[src/rtl/frame_buf_arbiter.sv]
// Shares one single-port frame-buffer BRAM between the camera writer and the display reader.
// Define FB_DOUBLE_BUFFER_EN for ping-pong banks selected by an extra address MSB.
module frame_buf_arbiter #(
  parameter int unsigned ROLLOVER    = 76800,
  parameter int unsigned WR_RST_ADDR = 0,
  parameter int unsigned RD_RST_ADDR = 0,
  parameter int unsigned DATA_W      = 16,
  parameter int unsigned MEM_LATENCY = 2,
  localparam int unsigned OFF_W      = $clog2(ROLLOVER),
`ifdef FB_DOUBLE_BUFFER_EN
  localparam int unsigned ADDR_W     = OFF_W + 1
`else
  localparam int unsigned ADDR_W     = OFF_W
`endif
) (
  input  logic              clk_in,
  input  logic              rst_in,
  input  logic              wr_valid_in,
  input  logic [DATA_W-1:0] wr_data_in,
  input  logic              wr_frame_start_in,
  output logic              wr_ready_out,
  input  logic              rd_req_in,
  input  logic              rd_frame_start_in,
  output logic              rd_ack_out,
  output logic              rd_data_valid_out,
  output logic [DATA_W-1:0] rd_data_out,
  output logic [ADDR_W-1:0] mem_addr_out,
  output logic              mem_we_out,
  output logic [DATA_W-1:0] mem_din_out,
  input  logic [DATA_W-1:0] mem_dout_in
);

  typedef logic [OFF_W-1:0] off_t;

  localparam off_t WrRst = off_t'(WR_RST_ADDR);
  localparam off_t RdRst = off_t'(RD_RST_ADDR);

  function automatic off_t off_inc(input off_t a);
    return (a == off_t'(ROLLOVER - 1)) ? '0 : a + off_t'(1);
  endfunction

  logic [DATA_W:0]    fifo_q [2];
  logic               fifo_wptr_q, fifo_rptr_q;
  logic [1:0]         fifo_cnt_q;
  logic               fifo_full, fifo_empty, push, pop;
  logic               head_sof;
  logic [DATA_W-1:0]  head_data;
  logic               last_rd_q;
  off_t               wr_off_q, rd_off_q;
  logic               rd_sof_q, rd_sof_now;
  logic [MEM_LATENCY:0] vpipe_q;
  logic               grant_wr, grant_rd;
  off_t               wr_addr, rd_addr;
  logic [ADDR_W-1:0]  wr_full_addr, rd_full_addr;
`ifdef FB_DOUBLE_BUFFER_EN
  logic               wr_bank_q, rd_bank_q;
`endif

  assign fifo_full    = (fifo_cnt_q == 2'd2);
  assign fifo_empty   = (fifo_cnt_q == 2'd0);
  assign wr_ready_out = !fifo_full;
  assign push         = wr_valid_in && !fifo_full;
  assign pop          = grant_wr;
  assign {head_sof, head_data} = fifo_q[fifo_rptr_q];

  // Write wins when the reader is idle, the buffer is full, or the reader had the last turn.
  always_comb begin
    grant_wr = 1'b0;
    grant_rd = 1'b0;
    if (rst_in) begin
      if (!fifo_empty && (!rd_req_in || fifo_full || last_rd_q)) begin
        grant_wr = 1'b1;
      end else if (rd_req_in) begin
        grant_rd = 1'b1;
      end
    end
  end

  assign rd_sof_now = rd_sof_q || rd_frame_start_in;
  assign wr_addr    = head_sof ? WrRst : wr_off_q;
  assign rd_addr    = rd_sof_now ? RdRst : rd_off_q;

`ifdef FB_DOUBLE_BUFFER_EN
  // A frame-start write moves to the other bank; a frame-start read follows the bank just written.
  assign wr_full_addr = {(head_sof ? !wr_bank_q : wr_bank_q), wr_addr};
  assign rd_full_addr = {(rd_sof_now ? !wr_bank_q : rd_bank_q), rd_addr};
`else
  assign wr_full_addr = wr_addr;
  assign rd_full_addr = rd_addr;
`endif

  assign rd_ack_out        = grant_rd;
  assign rd_data_valid_out = vpipe_q[MEM_LATENCY];
  assign rd_data_out       = mem_dout_in;

  always_ff @(posedge clk_in or negedge rst_in) begin
    if (!rst_in) begin
      fifo_q[0]    <= '0;
      fifo_q[1]    <= '0;
      fifo_wptr_q  <= 1'b0;
      fifo_rptr_q  <= 1'b0;
      fifo_cnt_q   <= 2'd0;
      last_rd_q    <= 1'b1;
      wr_off_q     <= WrRst;
      rd_off_q     <= RdRst;
      rd_sof_q     <= 1'b0;
      vpipe_q      <= '0;
      mem_we_out   <= 1'b0;
      mem_addr_out <= '0;
      mem_din_out  <= '0;
`ifdef FB_DOUBLE_BUFFER_EN
      wr_bank_q    <= 1'b0;
      rd_bank_q    <= 1'b1;
`endif
    end else begin
      if (push) begin
        fifo_q[fifo_wptr_q] <= {wr_frame_start_in, wr_data_in};
        fifo_wptr_q         <= !fifo_wptr_q;
      end
      if (pop) begin
        fifo_rptr_q <= !fifo_rptr_q;
      end
      fifo_cnt_q <= fifo_cnt_q + {1'b0, push} - {1'b0, pop};
      vpipe_q    <= {vpipe_q[MEM_LATENCY-1:0], grant_rd};
      rd_sof_q   <= rd_sof_now && !grant_rd;
      mem_we_out <= grant_wr;
      if (grant_wr) begin
        last_rd_q    <= 1'b0;
        wr_off_q     <= off_inc(wr_addr);
        mem_addr_out <= wr_full_addr;
        mem_din_out  <= head_data;
`ifdef FB_DOUBLE_BUFFER_EN
        if (head_sof) wr_bank_q <= !wr_bank_q;
`endif
      end else if (grant_rd) begin
        last_rd_q    <= 1'b1;
        rd_off_q     <= off_inc(rd_addr);
        mem_addr_out <= rd_full_addr;
`ifdef FB_DOUBLE_BUFFER_EN
        if (rd_sof_now) rd_bank_q <= !wr_bank_q;
`endif
      end
    end
  end

endmodule

[config.mk]
export PLATFORM = sky130hd
export DESIGN_NAME = frame_buf_arbiter
export DESIGN_NICKNAME = d
export VERILOG_FILES = /design/src/rtl/frame_buf_arbiter.sv
export SDC_FILE = /design/constraint.sdc
export NUM_CORES = 1
export LEC_CHECK = 0
export ABC_CLOCK_PERIOD_IN_PS = 3100
export CAP_MARGIN = 20
export CORE_ASPECT_RATIO = 1.4
export CORE_MARGIN = 2
export CORE_UTILIZATION = 53
export DETAILED_ROUTE_END_ITERATION = 10
export HOLD_SLACK_MARGIN = 0.02
export PLACE_DENSITY = 0.8
export SETUP_SLACK_MARGIN = 0.15
export SLEW_MARGIN = 25
export SYNTH_ARGS = -nofsm -noshare
export SYNTH_HDL_FRONTEND = slang
export SYNTH_SLANG_ARGS = --single-unit
[constraint.sdc]
create_clock -name clk_in -period 3.1 [get_ports clk_in]
set_input_delay 0.93 -clock clk_in [delete_from_list [all_inputs] [get_ports clk_in]]
set_output_delay 0.93 -clock clk_in [all_outputs]
set_load 0.05 [all_outputs]
==> qor.csv <==
metric;value;unit
first-pass GRT wire length;19.4;mm
crit path kind;input port to flip-flop;
Max FO, Critical Path;6;
core box area;9790;sq um
initial antenna violation count;0;
vias in the first global route;4126;
Port Buffers;58;
postcts setup bufs;0;
leak pwr;2.67;nW
Vias/cell;5.94;
Rows;43;
async set-reset flop share out of synthesis;100;%
area growth from synthesis to layout;19.2;%
CTS sink cnt;111;
clk buf depth;2;
fin util;64.1;%
final hold viol count;0;
Yosys top cell area share;52.3;%
most frequent cell after synthesis;dfrtp_1;
layout cells sized above 1;15.0;%
Iter 0 DRT Violations;270;
DP Wirelength;8.29;mm
sequential share of the synthesized area;52.8;%
skew final;0.00710;ns
Cell Area, Synth;5260;sq um
Final Cell Area;6270;sq um
Nets;595;
Vias;4124;
largest net degree at the start of global routing;56;
run status;finished, final reports clean;
setup violators final;0;
Worst Tran Pin Value;0.687;ns
worst hold slack;0.350;ns
number of placed I/O pins;91;
Final GP Congestion;0.879;
Reg2Reg Launch Point;fifo_rptr_q;
Critical Path Sink Type;flip-flop;
YS warnings;0;
cts hold-fix bufs;0;
Global Route Usage Sum;23.2;%
EDFF count, synth;0;
CTS tree;yes;
Post-Place Setup Slack;-0.0179;ns
RSZ-0062 raised after global routing;true;
Slew Viols, Final;0;
Die ar.;10800;sq um
Reg2Reg Depth;9;
Inst Count DP;678;
worst reg2reg endpoint;wr_off_q[11];
max_cap viols;0;
register area;2780;sq um
largest area contributor in the netlist;dfrtp_1;
multi-input logic area;2240;sq um
Worst-path clk slew;0.07;ns
CTS Buf Count;9;
worst hold path class;flip-flop to flip-flop;
r2r setup slk;0.53;ns
fmax;358;MHz
Max H-tree Level;3;
top area cells in the synthesized netlist;dfrtp_1 (52%), mux2_2 (7.3%), nand2_1 (5.7%), mux2i_1 (4.0%), nand3_1 (3.3%);
Hold EP;vpipe_q[2];
Peak VDD IR;0.000743;V
Hold Path Origin;vpipe_q[1];
Antenna diodes;0;
CP Data Required Time;3.32;ns
Starting Density;53.7;%
final worst-path cycle share;90.1;%
clock root buffer master;clkbuf_16;
DRT Pass-1 Iters;5;
Gate Count Post-Synth;506;
setup ws final;0.306;ns
Post-Route WL;11.8;mm
Non-Filler Instances;694;
Avg WL per Cell;17.1;microns
post-route ant nets;0;
Synth Register Bits;111;
# fillers;820;
Die Y;122;microns
Worst Setup Start Kind;input port;
syn avg cell area;10.4;sq um
Commonest cells post-synth;dfrtp_1 (110), nand2_1 (80), nand3_1 (35);
Clock Latency Late Sink;0.34;ns
Post-route DRC;0;
Worst Hold Path Cells;0;
CP arrival;3.02;ns
Die X;88.2;microns
Netlist cell types;56;
Post-Synthesis Net Count;547;
P per Cell Area;1040;nW/um^2
ys flop type;dfrtp_1;
fin crit period;2.79;ns
Overflow after GRT;0;
placed cell areas;5940;sq um
Max transition margin;54.2;%
## worst max-delay path: stages
cell and delay, ns:
clkdlybuf4s50_1 0.52, nor2_4 0.19, and2_1 0.19, ha_1 0.24, nand3_1 0.19, nor4_4 0.23, buf_4 0.20, a31oi_1 0.08
o21ai_0 0.15, o21ai_0 0.09
## per-stage QoR
| step | TNS (ns) | total power [mW] |
|---|---|---|
| after floorplan | 0 | 4.44 |
| after global placement | 0 | 5.23 |
| after CTS | 0 | 6.60 |
| after detailed placement | -0.0179 | 5.34 |
| final | 0 | 6.56 |
| after global routing | 0 | 6.92 |
## layout by cell type (no fill, tap or decap), types with 9 or more instances in the layout
cell	count
dfrtp_1	110
clkbuf_16	9
clkdlybuf4s50_1	56
nand3_1	35
buf_4	20
a221oi_1	12
a21oi_1	17
mux2i_1	21
mux2_2	34
o21ai_0	32
nor2_1	26
nand2_1	80
## registers in the layout, indices dropped and copies added (netlist names)
signal,count
fifo_q,34
mem_addr_out,17
rd_off_q,17
wr_off_q,17
mem_din_out,16
vpipe_q,3
fifo_cnt_q,2
fifo_rptr_q,1
fifo_wptr_q,1
last_rd_q,1
mem_we_out,1
rd_sof_q,1
## final cells by class
| class | count | area share [%] |
|---|---|---|
| clock buffer | 10 | 3.65 |
| timing repair buffer | 77 | 11.6 |
| tap | 135 | 2.69 |
| sequential | 111 | 44.3 |
| multi-input combinational | 347 | 35.7 |
| clock inverter | 6 | 1.50 |
| inverter | 8 | 0.479 |
## what timing repair did
item | CTS | global route
endpoints found under the hold margin | 0 | 0
endpoints found under the setup margin | 0 | 10
gates resized for setup | 0 | 2
## where the power goes
| group | total [mW] | switching [mW] | leakage [nW] | internal [mW] |
|---|---|---|---|---|
| clock network | 1.23 | 0.520 | 0.153 | 0.714 |
| registers | 2.37 | 0.367 | 1.38 | 2.01 |
| logic | 2.95 | 1.81 | 1.13 | 1.14 |
## routing by layer
layer,GRT usage (%),vias to the layer above,wire length [microns],share of wire (%)
li1,-,1904,-,-
met1,28.3,2027,4830,41
met2,39.1,162,6010,51
met3,4.67,31,616,5.2
met4,10.3,0,382,3.2
met5,0,-,0,0
## logic make-up (layout without fill, tap and decap cells)
family / Yosys count / after routing / synth area share, %
flops: 111 / 111 / 52.8
mux: 56 / 56 / 11.6
simple gates: 194 / 194 / 18.5
fa+ha+maj: 3 / 3 / 0.713
buf+inv: 48 / 101 / 4.73
compound gates: 90 / 90 / 11.1
xor+xnor: 4 / 4 / 0.666
## worst max path at each step
stage,start,to,slack [ns]
after global routing,rd_frame_start_in,rd_off_q[6],0.11
final,rd_frame_start_in,rd_off_q[12],0.31
after global placement,rd_frame_start_in,rd_off_q[12],0.11
after CTS,rd_frame_start_in,rd_off_q[12],0.28
after floorplan,fifo_cnt_q[0],rd_ack_out,0.16
after detailed placement,rd_frame_start_in,rd_off_q[12],-0.02
Note: power is estimated with default switching activity, not from simulation.
